--- config.mk ---
export PLATFORM = sky130hd
export DESIGN_NAME = ext_stage_flat
export DESIGN_NICKNAME = d
export VERILOG_FILES = /design/src/rtl/ext_stage_pkg.sv /design/src/rtl/ext_stage_if.sv /design/src/rtl/ext_stage_core.sv /design/src/rtl/ext_stage.sv /design/src/flat_wrapper.sv
export SDC_FILE = /design/constraint.sdc
export NUM_CORES = 1
export LEC_CHECK = 0
export CORE_UTILIZATION = 46
export CTS_BUF_LIST = sky130_fd_sc_hd__clkbuf_8 sky130_fd_sc_hd__clkbuf_16
export CTS_CLUSTER_SIZE = 24
export DETAILED_ROUTE_END_ITERATION = 16
export PLACE_DENSITY = 0.88
export SLEW_MARGIN = 10
export SYNTH_ARGS = -nofsm -noshare
export SYNTH_HDL_FRONTEND = slang
export SYNTH_SLANG_ARGS = --single-unit
--- constraint.sdc ---
create_clock -name clk -period 2.3 [get_ports clk]
set_input_delay 0.69 -clock clk [delete_from_list [all_inputs] [get_ports clk]]
set_output_delay 0.69 -clock clk [all_outputs]
set_load 0.02 [all_outputs]
--- src/rtl/ext_stage_pkg.sv ---
// Shared CPU definitions for the immediate/load extension stage: mode encodings
// and a width helper used by the interface and the datapath.
package ext_stage_pkg;

    typedef enum logic [2:0] {
        MODE_ZERO = 3'd0,
        MODE_SIGN = 3'd1,
        MODE_LUI  = 3'd2,
        MODE_LB   = 3'd3,
        MODE_LBU  = 3'd4,
        MODE_LH   = 3'd5,
        MODE_LHU  = 3'd6,
        MODE_RSVD = 3'd7
    } ext_mode_e;

    localparam int CNT_W = 16;

    // Width of a byte offset inside a data_w-bit word.
    function automatic int off_w(input int data_w);
        return $clog2(data_w / 8);
    endfunction

endpackage

--- src/rtl/ext_stage_if.sv ---
// Request and result channels of the extension stage, including the flush
// control and the completed-transfer counter.
interface ext_stage_if
    import ext_stage_pkg::*;
#(
    parameter int DATA_W = 32
);
    localparam int OFF_W = off_w(DATA_W);

    logic              in_valid;
    logic              in_ready;
    logic [2:0]        in_mode;
    logic [DATA_W-1:0] in_data;
    logic [OFF_W-1:0]  in_off;
    logic              flush;
    logic              out_valid;
    logic              out_ready;
    logic [DATA_W-1:0] out_data;
    logic              out_err;
    logic [CNT_W-1:0]  out_cnt;

    modport slave (
        input  in_valid, in_mode, in_data, in_off, flush, out_ready,
        output in_ready, out_valid, out_data, out_err, out_cnt
    );

    modport master (
        output in_valid, in_mode, in_data, in_off, flush, out_ready,
        input  in_ready, out_valid, out_data, out_err, out_cnt
    );

endinterface

--- src/rtl/ext_stage_core.sv ---
// Combinational extension unit: immediate zero/sign/upper placement and
// byte/halfword lane selection with sign or zero extension.
module ext_core
    import ext_stage_pkg::*;
#(
    parameter int DATA_W = 32,
    parameter int IMM_W  = 16,
    parameter int OFF_W  = off_w(DATA_W)
) (
    input  ext_mode_e         mode_i,
    input  logic [DATA_W-1:0] data_i,
    input  logic [OFF_W-1:0]  off_i,
    output logic [DATA_W-1:0] data_o,
    output logic              err_o
);

    logic [IMM_W-1:0] imm;
    logic [7:0]       lane_b;
    logic [15:0]      lane_h;

    assign imm    = data_i[IMM_W-1:0];
    assign lane_b = data_i[{off_i, 3'b000} +: 8];
    // The halfword lane ignores off_i[0]; a set bit is reported as misaligned.
    assign lane_h = data_i[{off_i[OFF_W-1:1], 4'b0000} +: 16];

    // NOTE: every output gets a default first so no path through the case infers a latch.
    always_comb begin
        data_o = '0;
        err_o  = 1'b0;
        unique case (mode_i)
            MODE_ZERO: data_o = {{(DATA_W-IMM_W){1'b0}}, imm};
            MODE_SIGN: data_o = {{(DATA_W-IMM_W){imm[IMM_W-1]}}, imm};
            MODE_LUI:  data_o = {imm, {(DATA_W-IMM_W){1'b0}}};
            MODE_LB:   data_o = {{(DATA_W-8){lane_b[7]}}, lane_b};
            MODE_LBU:  data_o = {{(DATA_W-8){1'b0}}, lane_b};
            MODE_LH: begin
                data_o = {{(DATA_W-16){lane_h[15]}}, lane_h};
                err_o  = off_i[0];
            end
            MODE_LHU: begin
                data_o = {{(DATA_W-16){1'b0}}, lane_h};
                err_o  = off_i[0];
            end
            default: err_o = 1'b1;
        endcase
    end

endmodule

--- src/rtl/ext_stage.sv ---
// One-deep registered extension stage: valid/ready handshake with flush,
// flop-driven result channel and a wrapping output-transfer counter.
module ext_stage
    import ext_stage_pkg::*;
#(
    parameter int DATA_W = 32,
    parameter int IMM_W  = 16
) (
    input  logic      clk,
    input  logic      reset,
    ext_stage_if.slave bus
);

    localparam int OFF_W = off_w(DATA_W);

    logic              valid_q, valid_d;
    logic [DATA_W-1:0] data_q, data_d;
    logic              err_q, err_d;
    logic [CNT_W-1:0]  cnt_q, cnt_d;

    logic [DATA_W-1:0] core_data;
    logic              core_err;
    logic              in_fire;
    logic              out_fire;

    ext_core #(
        .DATA_W (DATA_W),
        .IMM_W  (IMM_W),
        .OFF_W  (OFF_W)
    ) u_core (
        .mode_i (ext_mode_e'(bus.in_mode)),
        .data_i (bus.in_data),
        .off_i  (bus.in_off),
        .data_o (core_data),
        .err_o  (core_err)
    );

    // Ready looks through to out_ready so a draining slot refills in the same cycle.
    assign bus.in_ready = (!valid_q || bus.out_ready) && !bus.flush;
    assign in_fire      = bus.in_valid && bus.in_ready;
    assign out_fire     = valid_q && bus.out_ready;

    always_comb begin
        valid_d = valid_q;
        data_d  = data_q;
        err_d   = err_q;
        // A result leaving together with a flush still counts as delivered.
        cnt_d   = cnt_q + CNT_W'(out_fire);
        if (bus.flush) begin
            valid_d = 1'b0;
        end else if (in_fire) begin
            valid_d = 1'b1;
            data_d  = core_data;
            err_d   = core_err;
        end else if (out_fire) begin
            valid_d = 1'b0;
        end
    end

    // NOTE: the data and error flops are reset too, since their reset value is observable on the ports.
    // NOTE: state registers use non-blocking assignments so all flops update from pre-edge values.
    always_ff @(posedge clk or posedge reset) begin
        if (reset) begin
            valid_q <= 1'b0;
            data_q  <= '0;
            err_q   <= 1'b0;
            cnt_q   <= '0;
        end else begin
            valid_q <= valid_d;
            data_q  <= data_d;
            err_q   <= err_d;
            cnt_q   <= cnt_d;
        end
    end

    assign bus.out_valid = valid_q;
    assign bus.out_data  = data_q;
    assign bus.out_err   = err_q;
    assign bus.out_cnt   = cnt_q;

endmodule
--- src/flat_wrapper.sv ---
// flat-port wrapper written by rule: the top's interface ports become plain ports
module ext_stage_flat import ext_stage_pkg::*;
#(
    parameter int DATA_W = 32,
    parameter int IMM_W  = 16
)
  (clk, reset, bus_in_valid, bus_in_mode, bus_in_data, bus_in_off, bus_flush, bus_out_ready, bus_in_ready, bus_out_valid, bus_out_data, bus_out_err, bus_out_cnt);
  ext_stage_if #(.DATA_W(DATA_W)) bus_i ();
  input  logic clk;
  input  logic reset;
  input wire logic [$bits(bus_i.in_valid)-1:0] bus_in_valid;
  input wire logic [$bits(bus_i.in_mode)-1:0] bus_in_mode;
  input wire logic [$bits(bus_i.in_data)-1:0] bus_in_data;
  input wire logic [$bits(bus_i.in_off)-1:0] bus_in_off;
  input wire logic [$bits(bus_i.flush)-1:0] bus_flush;
  input wire logic [$bits(bus_i.out_ready)-1:0] bus_out_ready;
  output wire logic [$bits(bus_i.in_ready)-1:0] bus_in_ready;
  output wire logic [$bits(bus_i.out_valid)-1:0] bus_out_valid;
  output wire logic [$bits(bus_i.out_data)-1:0] bus_out_data;
  output wire logic [$bits(bus_i.out_err)-1:0] bus_out_err;
  output wire logic [$bits(bus_i.out_cnt)-1:0] bus_out_cnt;
  assign bus_i.in_valid = bus_in_valid;
  assign bus_i.in_mode = bus_in_mode;
  assign bus_i.in_data = bus_in_data;
  assign bus_i.in_off = bus_in_off;
  assign bus_i.flush = bus_flush;
  assign bus_i.out_ready = bus_out_ready;
  assign bus_in_ready = bus_i.in_ready;
  assign bus_out_valid = bus_i.out_valid;
  assign bus_out_data = bus_i.out_data;
  assign bus_out_err = bus_i.out_err;
  assign bus_out_cnt = bus_i.out_cnt;
  ext_stage #(.DATA_W(DATA_W), .IMM_W(IMM_W)) u_core (.clk(clk), .reset(reset), .bus(bus_i));
endmodule
* After elaboration in Yosys (flattened, before gate mapping) *
Index checks and enable logic that the tools add are counted.

cells by class
  reduce and logical (&&, ||, !) cells = 11
  div/mod/pow operators = 0
  $add $sub $neg = 1
  mux-type cells = 5
  bitwise logic cells = 1
  shifts and indexed selects = 2
  equality and inequality tests = 6
  $lt $le $gt $ge = 0
  $mul = 0

operators by type and width
  operator                                                         count
  32-bit one-hot mux with 7 select lines                           1
  32-bit by 6-bit variable part select with 16-bit output          1
  32-bit by 6-bit variable part select with 8-bit output           1
  16-bit by 1-bit adder with 16-bit output                         1
  3-bit == test, second input constant                             3
  3-bit by 2-bit == test with 1-bit output, second input constant  2
  5-bit OR reduction                                               1
  3-bit by 1-bit == test with 1-bit output, second input constant  1
  1-bit logical AND                                                3
  3-bit zero test                                                  1
  1-bit 2-to-1 mux                                                 3
  3-bit nonzero test                                               1
  1-bit zero test                                                  2
  1-bit one-hot mux with 2 select lines                            1
  2-bit AND reduction                                              1
  2-bit OR reduction                                               1
  1-bit logical OR                                                 1
  1-bit NOT                                                        1

word-level totals
  logic and storage cells = 30
  latch bits = 0
  bits in read-only memories = 0
  bits in writable memories = 0
  memories kept = 0
  register bits = 50
  input bits = 42
  output and inout bits = 51

* Logic depth before layout (Yosys ltp) *
Gate-level depths: netlist of the first run.

  word-level depth = 6
  depth in mapped cells = 7
  gate-level depth less buffers = 7

* Modules after synthesis *
A second synthesis of the first run with hierarchy kept.

second synthesis, totals
  cells, all modules = 284
  area, all modules = 2,989.1 um2

by module, submodules not included
  module     sequential area each (um2)  area an instance (um2)  instances  cells an instance
  ext_stage  1,251.2                     2,015.7                 1          137
  ext_core   0.0                         973.4                   1          147

* Least setup slack after synthesis of the first run *
Ideal clock, no wire load.

  path type = input-to-reg
  start = in bus_in_off[0]
  end = reg u_core.data_q[16] (netlist: u_core.bus.out_data[16])
  library setup time = 126 ps
  stages = 6
  arrival = 1,860 ps
  path buffers = 2
  data required time = 2,174 ps
  path slack = 314 ps
  cell sequence = buf_6 mux4_2 nand3_2 a21boi_4 buf_6 a221o_1

between the ends
  longest elaborated chain between the ends = 2

RTL lines
  element                                                 line                  source
  start: declaration                                      flat_wrapper.sv:14    input wire logic [$bits(bus_i.in_off)-1:0] bus_in_off;
  32-bit by 6-bit variable part select with 8-bit output  ext_stage_core.sv:22  assign lane_b = data_i[{off_i, 3'b000} +: 8];
  32-bit one-hot mux with 7 select lines                  ext_stage_core.sv:30  unique case (mode_i)
  end signal: assignment                                  ext_stage.sv:70       data_q <= data_d;
  end: declaration                                        ext_stage.sv:17       logic [DATA_W-1:0] data_q, data_d;

Every way passes these cells.
A chain may end at the register's enable or synchronous reset.

* Final worst setup path of the first run *
  start = in bus_out_ready
  end = out bus_in_ready

between the ends
  longest elaborated chain between the ends = 2

RTL lines
  element             line                source
  start: declaration  flat_wrapper.sv:16  input wire logic [$bits(bus_i.out_ready)-1:0] bus_out_ready;
  1-bit logical OR    ext_stage.sv:39     assign bus.in_ready = (!valid_q || bus.out_ready) && !bus.flush;
  1-bit logical AND   ext_stage.sv:39
  end: declaration    flat_wrapper.sv:17  output wire logic [$bits(bus_i.in_ready)-1:0] bus_in_ready;

Every way passes these cells.

==> results_dict.tcl, run 1 <==
set metrics [dict create \
    grt_overflow_total 0 \
    setup_total_negative_slack_ns 0 \
    drive_above_1_share_pct 19.47 \
    ys.warnings.count 0 \
    area_delta_synth_final_pct 49.27 \
    routed-via-count 2678 \
    antenna_violations_before_repair 0 \
    fin_worst_skew_ns 0.006775 \
    die-area_um2 6258 \
    timing.critical_path.to "bus_in_ready" \
    gp_routability_congestion 0.9292 \
    total_leakage_power_nw 1.782 \
    first_iter_violations 224 \
    final.fill_count 401 \
    groute.usage.overall_pct 25.86 \
    post_dp_cell_area_um2 3961 \
    worstReg2RegEnd "u_core.bus.out_cnt[8]" \
    worst_hold_path_type "flop to flop" \
    num_io_pins 93 \
    postSynthRegisterBits 50 \
    vias_in_the_first_global_route 2544 \
    rsz0062_at_grt "true" \
    post_synth_instance_area_um2 2735 \
    cts_root_buffer "clkbuf_8" \
    effective_utilization_at_floorplan_pct 48.77 \
    worst_ir_drop_vdd_uv 545.4 \
    clock_sinks 50 \
    floorplan.rows 27 \
    cells_on_worst_reg2reg_path 8 \
    cts.reportedPaths.clkPinSlew_ns 0.09 \
    drtPass1Iterations 5 \
    wl_per_cell_um 17.64 \
    grt_pass1_wl_mm 12.39 \
    tritoncts_clock_tree "built" \
    clock_insertion_delay_worst_skew_ns 0.31 \
    clock_tree.buffer_depth 2 \
    fp.dieW_um 79.11 \
    layout_common_cells "clkdlybuf4s50_1 (91), dfrtp_1 (50), buf_4 (37)" \
    critPathMaxFanout 2 \
    syn_avg_cell_area_um2 10.64 \
    setup.worst_path.start "bus_out_ready" \
    start_kind "input port" \
    finalWirelength_mm 7.974 \
    buffer_ports.inserted 92 \
    ff2ff_setup_slack_ns 0.54 \
    worst-endpoint-arrival_ns 1.58 \
    end_kind "output pin" \
    seq_area_frac_synth_pct 45.75 \
    antenna_left 0 \
    grt_max_degree 32 \
    coreArea_um2 5608 \
    via_per_inst 5.925 \
    async_set_reset_flop_share_out_of_synthesis_pct 100.0 \
    final_cell_area_um2 4083 \
    max_slew.worst_pin.slew_ns 0.5033 \
    drv_slew 0 \
    report.final.hold_viol_count 0 \
    max_slew_margin_pct 66.30 \
    numCtsBuffers 5 \
    crit_type "input port to output pin" \
    number_of_nets_at_the_end_of_the_flow 423 \
    fin_crit_sh_pct 98.88 \
    synth.net_count 301 \
    synth_enable_flop_cells 0 \
    route.detailed.drc 0 \
    postSynthCellCount 257 \
    fp.dieH_um 79.11 \
    number_of_h_tree_levels 2 \
    power_density_nw_per_um2 633.6 \
    critical_path_required_ns 1.61 \
    cap_violations 0 \
    synth.distinct_cells 48 \
    layout_commonest_cell "clkdlybuf4s50_1" \
    num_antenna_cells 0 \
    r2r_start "u_core.bus.out_valid" \
    number_of_failing_setup_endpoints_in_the_final_timing_report 0 \
    post-route-min-period_ns 2.274 \
    max_clock_freq_mhz 439.7 \
    dp_hpwl_mm 5.939 \
    synth_flop_cell "dfrtp_1" \
    status "finished, final reports clean" \
]
final cells by class:
type / instances / area [µm²] / area share, %
sequential: 50 / 1251 / 30.65
timing repair buffer: 132 / 1254 / 30.71
multi-input combinational: 186 / 1383 / 33.86
inverter: 4 / 15.01 / 0.3678
tap: 72 / 90.09 / 2.207
clock buffer: 5 / 68.82 / 1.686
clock inverter: 3 / 21.27 / 0.5210
cells in the mapped netlist (2+ instances only):
| master | count | area, µm² |
|---|---|---|
| a211o_2 | 2 | 20.02 |
| a21oi_1 | 2 | 10.01 |
| a221o_1 | 22 | 220.2 |
| a32o_1 | 8 | 80.08 |
| and3_1 | 9 | 56.30 |
| buf_2 | 4 | 20.02 |
| buf_4 | 5 | 37.54 |
| buf_6 | 2 | 22.52 |
| clkbuf_1 | 6 | 22.52 |
| dfrtp_1 | 50 | 1251 |
| ha_1 | 2 | 25.02 |
| inv_1 | 4 | 15.01 |
| mux2_2 | 9 | 101.4 |
| mux2i_1 | 7 | 70.07 |
| nand2_1 | 32 | 120.1 |
| nand3_1 | 23 | 115.1 |
| nand4_1 | 10 | 62.56 |
| nor2_1 | 8 | 30.03 |
| nor3_1 | 2 | 10.01 |
| nor3b_1 | 2 | 15.01 |
| nor4_1 | 2 | 12.51 |
| o21ai_0 | 7 | 35.03 |
| xnor2_1 | 8 | 70.07 |
| xor2_1 | 7 | 61.31 |
through the flow:
step	util [%]	power [W]	cells	hold WS, ns	worst slack (ns)
floorplan	-	0.001569	257	0.5822	0.3136
global placement	70.64	0.002054	443	0.4627	-0.4011
detailed placement	70.64	0.002081	443	0.4706	-0.4130
CTS	72.16	0.002594	451	0.4878	0.002858
global route	72.80	0.002705	452	0.5075	-0.01038
finish	72.80	0.002587	452	0.4888	0.02582
report_power, final:
part | switching (W) | total (W) | internal [W] | leakage [nW]
clock network | 0.000303 | 0.000517 | 0.000214 | 0.0441
logic | 0.000443 | 0.000935 | 0.000492 | 1.08
registers | 0.000116 | 0.00113 | 0.00102 | 0.654
sequential cells by signal, indices dropped and copies added, names as in the netlist:
signal and cells:
u_core.bus.out_valid 1, u_core.bus.out_err 1, u_core.bus.out_cnt 16, u_core.bus.out_data 32
how the worst min path moves through the flow:
stage                                        end  slack (ns)                   start  depth (start not counted)
after CTS                 u_core.bus.out_cnt[15]        0.49  u_core.bus.out_cnt[15]                          1
final                     u_core.bus.out_cnt[15]        0.49  u_core.bus.out_cnt[15]                          1
after detailed placement  u_core.bus.out_cnt[15]        0.47  u_core.bus.out_cnt[15]                          1
after floorplan           u_core.bus.out_cnt[15]        0.58  u_core.bus.out_cnt[15]                          1
after global placement    u_core.bus.out_cnt[15]        0.46  u_core.bus.out_cnt[15]                          1
after global routing      u_core.bus.out_cnt[15]        0.51  u_core.bus.out_cnt[15]                          1
critical path: stages:
cell             delay, ns
clkdlybuf4s50_1       0.46
and2b_4               0.19
nor2_1                0.08
buf_2                 0.17
routing by layer:
| layer | GRT usage (%) | wire (µm) | up-vias | part of all wire (%) |
|---|---|---|---|---|
| met1 | 33.26 | 3212 | 1272 | 40 |
| met5 | 0 | 0 | - | 0 |
| met4 | 12.00 | 276 | 0 | 3.5 |
| met2 | 42.41 | 3816 | 167 | 48 |
| li1 | - | - | 1217 | - |
| met3 | 4.368 | 669 | 22 | 8.4 |
cells by family (layout without fill, tap and decap cells):
group,count (synthesis),in the layout,synth area share [%]
simple gates,101,101,19.49
compound gates,50,50,17.29
flops,50,50,45.75
buf+inv,21,144,4.300
mux,17,17,7.091
xor+xnor,15,15,4.803
fa+ha+maj,3,3,1.281
timing repair:
| item | in CTS | in global routing |
|---|---|---|
| cloned | 0 | 0 |
| hold endpoints to repair | 0 | 0 |
| setup buffers | 0 | 1 |
| hold buffers | 0 | 0 |
| setup endpoints to repair | 1 | 21 |
| gates resized for setup | 4 | 4 |
| pin swaps | 0 | 1 |
No activity file was read; power rests on OpenSTA's default activity.
==> run 2, diff against run 1 <==
--- a/config.mk
+++ b/config.mk
@@ -7,6 +7,7 @@
 export LEC_CHECK = 0
 export CORE_UTILIZATION = 46
 export CTS_BUF_LIST = sky130_fd_sc_hd__clkbuf_8 sky130_fd_sc_hd__clkbuf_16
+export CTS_CLUSTER_DIAMETER = 60
 export CTS_CLUSTER_SIZE = 24
 export DETAILED_ROUTE_END_ITERATION = 16
 export PLACE_DENSITY = 0.88
==> constraint.sdc (replaced) <==
create_clock -name clk -period 2.2 [get_ports clk]
set_input_delay 0.66 -clock clk [delete_from_list [all_inputs] [get_ports clk]]
set_output_delay 0.66 -clock clk [all_outputs]
set_load 0.02 [all_outputs]
==> run 2 against run 1 <==
Power rose by 5.7%. Design area up 1.1%. Flip-flop and latch count unchanged. Count of clock-buffer cells in the layout stayed put. Register-to-register slack lost 0.05 ns. Worst setup slack improved by 0.016 ns.
==> results_dict.tcl, run 2 (synthesis gave the netlist of run 1 again) <==
set metrics [dict create \
    post-route-min-period_ns 2.158 \
    ff2ff_setup_slack_ns 0.49 \
    worst_ir_drop_vdd_uv 581.7 \
    status "finished, final reports clean" \
    antenna_violations_before_repair 0 \
    num_antenna_cells 0 \
    max_clock_freq_mhz 463.4 \
    power_density_nw_per_um2 662.0 \
    route.detailed.drc 0 \
    layout_common_cells "clkdlybuf4s50_1 (87), dfrtp_1 (50), buf_4 (40)" \
    clock_sinks 50 \
    drv_slew 0 \
    finalWirelength_mm 8.257 \
    drtPass1Iterations 4 \
    vias_in_the_first_global_route 2708 \
    fin_crit_sh_pct 98.10 \
    number_of_flip_flops_under_the_largest_register_name 32 \
    routed-via-count 2745 \
    fp.dieH_um 79.11 \
    area_delta_synth_final_pct 50.96 \
    rsz0062_at_grt "false" \
    clock_insertion_delay_worst_skew_ns 0.31 \
    grt_pass1_wl_mm 13.03 \
    worst_hold_path_type "flop to flop" \
    end_kind "flop" \
    worst-endpoint-arrival_ns 2.36 \
    grt_max_degree 32 \
    crit_type "input port to flop" \
    max_slew_margin_pct 64.41 \
    report.final.hold_viol_count 0 \
    hold_buffers 0 \
    clock_tree.buffer_depth 2 \
    effective_utilization_at_floorplan_pct 48.77 \
    cts.reportedPaths.clkPinSlew_ns 0.10 \
    cells_on_worst_reg2reg_path 8 \
    drive_above_1_share_pct 21.00 \
    numCtsBuffers 5 \
    number_of_nets_at_the_end_of_the_flow 424 \
    critical_path_required_ns 2.40 \
    tritoncts_clock_tree "built" \
    total_leakage_power_nw 1.826 \
    wl_per_cell_um 18.23 \
    floorplan.rows 27 \
    final.fill_count 402 \
    hold_depth 1 \
    layout_commonest_cell "clkdlybuf4s50_1" \
    num_io_pins 93 \
    groute.usage.overall_pct 27.24 \
    number_of_h_tree_levels 2 \
    gp_routability_congestion 0.9041 \
    buffer_ports.inserted 92 \
    antenna_left 0 \
    fp.dieW_um 79.11 \
    fin_worst_skew_ns 0.01076 \
    die-area_um2 6258 \
    cts_root_buffer "clkbuf_8" \
    via_per_inst 6.060 \
    finalPower_w 0.002733 \
    dp_hpwl_mm 6.259 \
    number_of_failing_setup_endpoints_in_the_final_timing_report 0 \
    grt_overflow_total 0 \
    cap_violations 0 \
    first_iter_violations 190 \
    postLayoutCoreUtil_pct 73.63 \
    critPathMaxFanout 7 \
    coreArea_um2 5608 \
    max_slew.worst_pin.slew_ns 0.5315 \
    start_kind "input port" \
    register_area_um2 1251 \
    multi_input_area_um2 1419 \
]
[run 2: per-layer routing]
metal	vias to the layer above	wire length, µm	global-route usage (%)
met5	-	0	0
met4	0	273	12.73
met3	27	625	4.828
met2	150	4097	44.66
met1	1351	3260	34.90
li1	1217	-	-
[run 2: what timing repair did]
action / 4_1_cts / 5_1_grt
setup buffers: 1 / 0
pin swaps: 1 / 3
setup endpoints to repair: 18 / 17
gates resized for setup: 8 / 12
[run 2: final timing paths]
check / to / startpoint
max: u_core.bus.out_data[4] / bus_in_mode[1]
min: u_core.bus.out_cnt[15] / u_core.bus.out_cnt[15]
max reg2reg: u_core.bus.out_cnt[10] / u_core.bus.out_valid
min reg2reg: u_core.bus.out_cnt[15] / u_core.bus.out_cnt[15]
max in group asynchronous: u_core.bus.out_data[30] / reset
min in group asynchronous: u_core.bus.out_cnt[12] / reset
[run 2: worst max-delay path, cell delays in order]
cell             delay (ns)
clkdlybuf4s50_1        0.64
buf_4                  0.19
nor3b_1                0.05
a211o_2                0.36
and3_1                 0.18
a221o_1                0.27
[run 2: report_power, final]
| part | internal, W | switching (W) |
|---|---|---|
| Clock | 0.000228 | 0.000334 |
| Sequential | 0.00106 | 0.000120 |
| Combinational | 0.000516 | 0.000471 |
[run 2: cell type report]
cell class	instances	share of cell area [%]
Clock inverter	3	0.5758
Multi-Input combinational cell	186	34.36
Inverter	4	0.3636
Timing Repair Buffer	133	30.55
Tap cell	72	2.182
Sequential cell	50	30.30
Clock buffer	5	1.667
[run 2: stage by stage]
| stage | area, µm² | hold WS (ns) | instances | TNS, ns | setup WS (ns) |
|---|---|---|---|---|---|
| after floorplan | 2735 | 0.5822 | 257 | 0 | 0.2436 |
| after global placement | 3956 | 0.4621 | 444 | -11.09 | -0.4416 |
| after detailed placement | 3956 | 0.4736 | 444 | -13.50 | -0.4507 |
| after CTS | 4076 | 0.4990 | 453 | -0.001925 | -0.001925 |
| after global routing | 4129 | 0.5090 | 453 | 0 | 0.01416 |
| final | 4129 | 0.4873 | 453 | 0 | 0.04182 |
==> run 3, diff against run 2 <==
--- a/config.mk
+++ b/config.mk
@@ -5,12 +5,14 @@
 export SDC_FILE = /design/constraint.sdc
 export NUM_CORES = 1
 export LEC_CHECK = 0
+export CORE_MARGIN = 2
 export CORE_UTILIZATION = 46
 export CTS_BUF_LIST = sky130_fd_sc_hd__clkbuf_8 sky130_fd_sc_hd__clkbuf_16
 export CTS_CLUSTER_DIAMETER = 60
 export CTS_CLUSTER_SIZE = 24
 export DETAILED_ROUTE_END_ITERATION = 16
 export PLACE_DENSITY = 0.88
+export SKIP_LAST_GASP = 1
 export SLEW_MARGIN = 10
 export SYNTH_ARGS = -nofsm -noshare
 export SYNTH_HDL_FRONTEND = slang
==> run 3 against run 2 <==
Via count decreased by 1.4%. Global-route usage decreased by 1.4 points. Sequential share of layout area decreased by 0.19 points. Clock power increased by 0.7%. Maximum frequency increased by 0.41%. Flip-flop and latch count unchanged. First-iteration DRC count increased by 65%. Register-to-register slack got worse by 0.02 ns. Worst setup slack improved by 0.0088 ns. Non-clock buffer count decreased by 2. Sequential power about the same. Largest cell class unchanged.
==> results_dict.tcl, run 3 (synthesis gave the netlist of run 1 again) <==
set metrics [dict create \
    status "finished, final reports clean" \
    max_slew.worst_pin.slew_ns 0.5507 \
    crit_family "buffers and inverters" \
    layout_commonest_cell "clkdlybuf4s50_1" \
    number_of_h_tree_levels 2 \
    total_leakage_power_nw 1.839 \
    cp_num_buf_inv 2 \
    critical_path.slowest_cell "mux4_2" \
    buffer_ports.inserted 92 \
    power_density_nw_per_um2 663.6 \
    worst_path_largest_cell_delay_ns 0.57 \
    min-delay-start "u_core.bus.out_cnt[15]" \
    wl_per_cell_um 18.35 \
    tritoncts_clock_tree "built" \
    start_kind "input port" \
    finalWirelength_mm 8.332 \
    drive_above_1_share_pct 20.05 \
    via_per_inst 5.960 \
    antenna_left 0 \
    worst_hold_path_type "flop to flop" \
    cells_on_worst_reg2reg_path 8 \
    setup.worst_path.start "bus_in_off[0]" \
    first_iter_violations 314 \
    num_io_pins 93 \
    hold_depth 1 \
    fp.dieW_um 81.11 \
    clock_insertion_delay_worst_skew_ns 0.31 \
    route.detailed.drc 0 \
    antenna_violations_before_repair 0 \
    layout_common_cells "clkdlybuf4s50_1 (89), dfrtp_1 (50), buf_4 (33)" \
    hold_buffers 0 \
    crit_type "input port to flop" \
    die-area_um2 6579 \
    critical_path_required_ns 2.40 \
    effective_utilization_at_floorplan_pct 47.03 \
    cts_root_buffer "clkbuf_8" \
    drv_slew 0 \
    gp_routability_congestion 0.8971 \
    vias_in_the_first_global_route 2541 \
    final_cell_area_um2 4155 \
    fp.dieH_um 81.11 \
    drtPass1Iterations 7 \
    fin_crit_sh_pct 97.70 \
    worst-endpoint-arrival_ns 2.35 \
    coreArea_um2 5816 \
    clock_sinks 50 \
    grt_overflow_total 0 \
    grt_max_degree 24 \
    grt_pass1_wl_mm 12.90 \
    r2r_start "u_core.bus.out_valid" \
    rsz0062_at_grt "false" \
    number_of_flip_flops_under_the_largest_register_name 32 \
    groute.usage.overall_pct 25.87 \
    area_delta_synth_final_pct 51.92 \
    number_of_failing_setup_endpoints_in_the_final_timing_report 0 \
    post-route-min-period_ns 2.149 \
    post_dp_cell_area_um2 3983 \
    numCtsBuffers 5 \
    cap_violations 0 \
    routed-via-count 2706 \
    critical_path.cell_chain "clkdlybuf4s50_1 > mux4_2 > nand3_2 > a21boi_4 > buf_12 > a221o_1" \
    number_of_nets_at_the_end_of_the_flow 422 \
    postLayoutCoreUtil_pct 71.45 \
    report.final.hold_viol_count 0 \
    clock_tree.buffer_depth 2 \
    dp_hpwl_mm 6.208 \
    num_antenna_cells 0 \
    max_clock_freq_mhz 465.3 \
    critPathMaxFanout 15 \
    fin_worst_skew_ns 0.009432 \
    final.fill_count 430 \
    end_kind "flop" \
    floorplan.rows 28 \
    path_depth 6 \
    cts.reportedPaths.clkPinSlew_ns 0.10 \
    max_slew_margin_pct 63.13 \
    worst_ir_drop_vdd_uv 296.5 \
]
run 3: worst paths after layout:
path                                            to  slack, ns
hold / removal              u_core.bus.out_cnt[15]       0.48
hold reg to reg             u_core.bus.out_cnt[15]       0.48
min in group asynchronous  u_core.bus.out_data[11]       0.69
max in group asynchronous   u_core.bus.out_data[0]       1.04
setup / recovery           u_core.bus.out_data[30]       0.05
setup reg to reg             u_core.bus.out_cnt[8]       0.47
run 3: power by group:
group	switching [W]	leakage, nW	internal, W
Sequential	0.000133	0.654	0.00107
Clock	0.000338	0.0408	0.000228
Combinational	0.000469	1.14	0.000524
run 3: per-layer routing:
metal,part of all wire (%),track usage [%],vias up
li1,-,-,1219
met1,40,33.79,1307
met2,52,44.79,161
met3,7.3,4.444,19
met4,1.5,6.271,0
met5,0,0,-
run 3: metrics by stage:
step	setup WS (ns)	hold slack (ns)	setup TNS (ns)	instances	total power, W
after floorplan	0.2436	0.5822	0	257	0.001640
after global placement	-0.4710	0.4616	-9.016	445	0.002147
after detailed placement	-0.4742	0.4614	-10.47	445	0.002183
after CTS	-0.03522	0.4820	-0.03522	453	0.002733
after global routing	0.001355	0.5016	0	454	0.002870
final	0.05064	0.4790	0	454	0.002757
run 3: cell type report:
type                            count  area [µm²]  area share, %
Timing Repair Buffer              131        1286          30.95
Clock inverter                      3       23.77         0.5721
Inverter                            4       15.01         0.3613
Tap cell                           75       93.84          2.258
Sequential cell                    50        1251          30.11
Multi-Input combinational cell    186        1416          34.09
Clock buffer                        5       68.82          1.656
run 3: repair_timing:
item,CTS,global route
gates resized for setup,6,13
setup endpoints to repair,5,23
cloned,0,0
buffers inserted,0,1
==> patch: new RTL, flow settings as in run 2 <==
`CNT_W`: 16 -> 32.
--- a/src/rtl/ext_stage_pkg.sv
+++ b/src/rtl/ext_stage_pkg.sv
@@ -14,5 +14,5 @@
     } ext_mode_e;
 
-    localparam int CNT_W = 16;
+    localparam int CNT_W = 32;
 
     // Width of a byte offset inside a data_w-bit word.
Interface: changed (resized bus_out_cnt); port bits go from 93 to 109. No check against the original RTL was run, so the function may have changed too.
==> patch against run 2 <==
  * Routed wire length increased by 21%
  * Worst setup slack got worse by 0.0063 ns
  * Largest cell class unchanged
  * Synthesized area increased by 26%
  * Combinational power decreased by 3.0%
  * Total power increased by 26%
  * Critical path type unchanged
  * Count of clock-buffer cells in the layout increased by 4
  * Sequential cell count increased by 16
  * Design area increased by 26%
  * Die area increased by 25%
  * Non-clock buffer count increased by 19
  * Critical path depth decreased by 1
  * Sequential share of layout area increased by 1.4 points
==> patch: results (changes against run 2) <==
1st-iter DRT viols 145 (-24%); pin count of the biggest net entering global routing 67 (+110%); most frequent cells after synthesis dfrtp_1 (66), nand2_1 (35), a221o_1 (19), xnor2_1 (19), nand3_1 (15); WP data arrival 2.40 ns (+0.04 ns); vias in the first global route 3168 (+17%); worst skew pair latency 0.35 ns (+0.04 ns); Net count, final 514 (+21%); Post-CTS Setup Inserts 0 (-1); dominant cells by area after synthesis dfrtp_1 (48%), a221o_1 (5.5%), xnor2_1 (4.8%); DP HPWL 7.24 mm (+16%); Setup Skew 0.00700 ns (-0.00376 ns); Gate Count Post-Synth 322 (+25%); cells on worst reg2reg path 4 (-4); CTS clk-pin slew, worst paths 0.08 ns (-0.02 ns); gr usage total 27.0% (-0.24 points); root buffer cell clkbuf_8; Worst VDD drop 0.484 mV (-17%); Lkg Pwr 0.00232 µW (+27%); Worst-Margin Slew 0.406 ns (-0.126 ns); Placement Setup Slack -0.445 ns (+0.00618 ns); Port Buffers 108 (+17%); Cell variety after synth 46 (-4.2%); CTS buffer count 9 (+4); fin cells 573 (+26%); first-pass GRT wire length 15.8 mm (+21%); CP Max Fanout 8 (+1); Routed WL per cell 17.5 µm (-4.1%); H-Tree Depth 3 (+1); Post-Place Cells 556 (+25%); DP Area 4950 µm² (+25%); Synth warnings 0 (unchanged); status finished, final reports clean; Mapped Nets 367 (+22%); drt via density 5.74 (-5.2%)
## patch: cell type report
cell class | instances | area (µm²)
Inverter | 2 | 11.3
Sequential cell | 66 | 1650
Clock buffer | 9 | 124
Fill cell | 550 | 2040
Timing Repair Buffer | 152 | 1450
Tap cell | 99 | 124
Multi-Input combinational cell | 238 | 1780
Clock inverter | 7 | 70.1
## patch: path summary, 6_finish.rpt
check,slack [ns],startpoint,end
max,0.04,bus_in_data[31],u_core.bus.out_data[23]
min,0.47,u_core.bus.out_cnt[31],u_core.bus.out_cnt[31]
max reg2reg,0.29,u_core.bus.out_cnt[3],u_core.bus.out_cnt[28]
min reg2reg,0.47,u_core.bus.out_cnt[31],u_core.bus.out_cnt[31]
max in group asynchronous,1.18,reset,u_core.bus.out_data[15]
min in group asynchronous,0.75,reset,u_core.bus.out_cnt[18]
## patch: routing by layer
layer / GRT usage [%] / share of wire, % / vias up
li1: - / - / 1523
met4: 9.38 / 1.9 / 0
met5: 0 / 0 / -
met3: 5.50 / 6.1 / 20
met1: 33.6 / 42 / 1590
met2: 46.8 / 50 / 157
## patch: kinds of logic (layout without fill, tap and decap cells)
family,count (synthesis),in the layout,synth area share [%]
simple gates,132,132,22.2
flops,66,66,48.0
compound gates,59,60,14.4
xor+xnor,30,30,7.64
buf+inv,19,170,2.29
mux,12,12,4.00
fa+ha+maj,4,4,1.38
## patch: power by group through the flow
| stage | Sequential (µW) | Combinational, µW | Clock, µW |
|---|---|---|---|
| after floorplan | 1650 | 261 | 0 |
| after global placement | 1500 | 924 | 0 |
| after detailed placement | 1500 | 947 | 0 |
| after CTS | 1480 | 954 | 1020 |
| after global routing | 1510 | 1020 | 1060 |
| final | 1500 | 957 | 1000 |
## patch: worst max-delay path, cell delays in order
cell and delay [ns]:
clkdlybuf4s50_1 0.43, mux4_2 0.49, and3b_2 0.25, o211a_4 0.28
a221o_1 0.28
## patch: stage by stage
stage	hold WS, ns	setup TNS (ns)	power, µW
global placement	0.455	-15.37	2420
global route	0.510	0	3590
finish	0.468	0	3460
CTS	0.471	0	3450
floorplan	0.578	0	1920
detailed placement	0.457	-18.39	2450
## patch: what timing repair did
item                       in CTS  in global routing
gates resized for setup        12                 11
setup endpoints to repair      21                 29
cloned                          1                  0
pin swaps                       2                  2
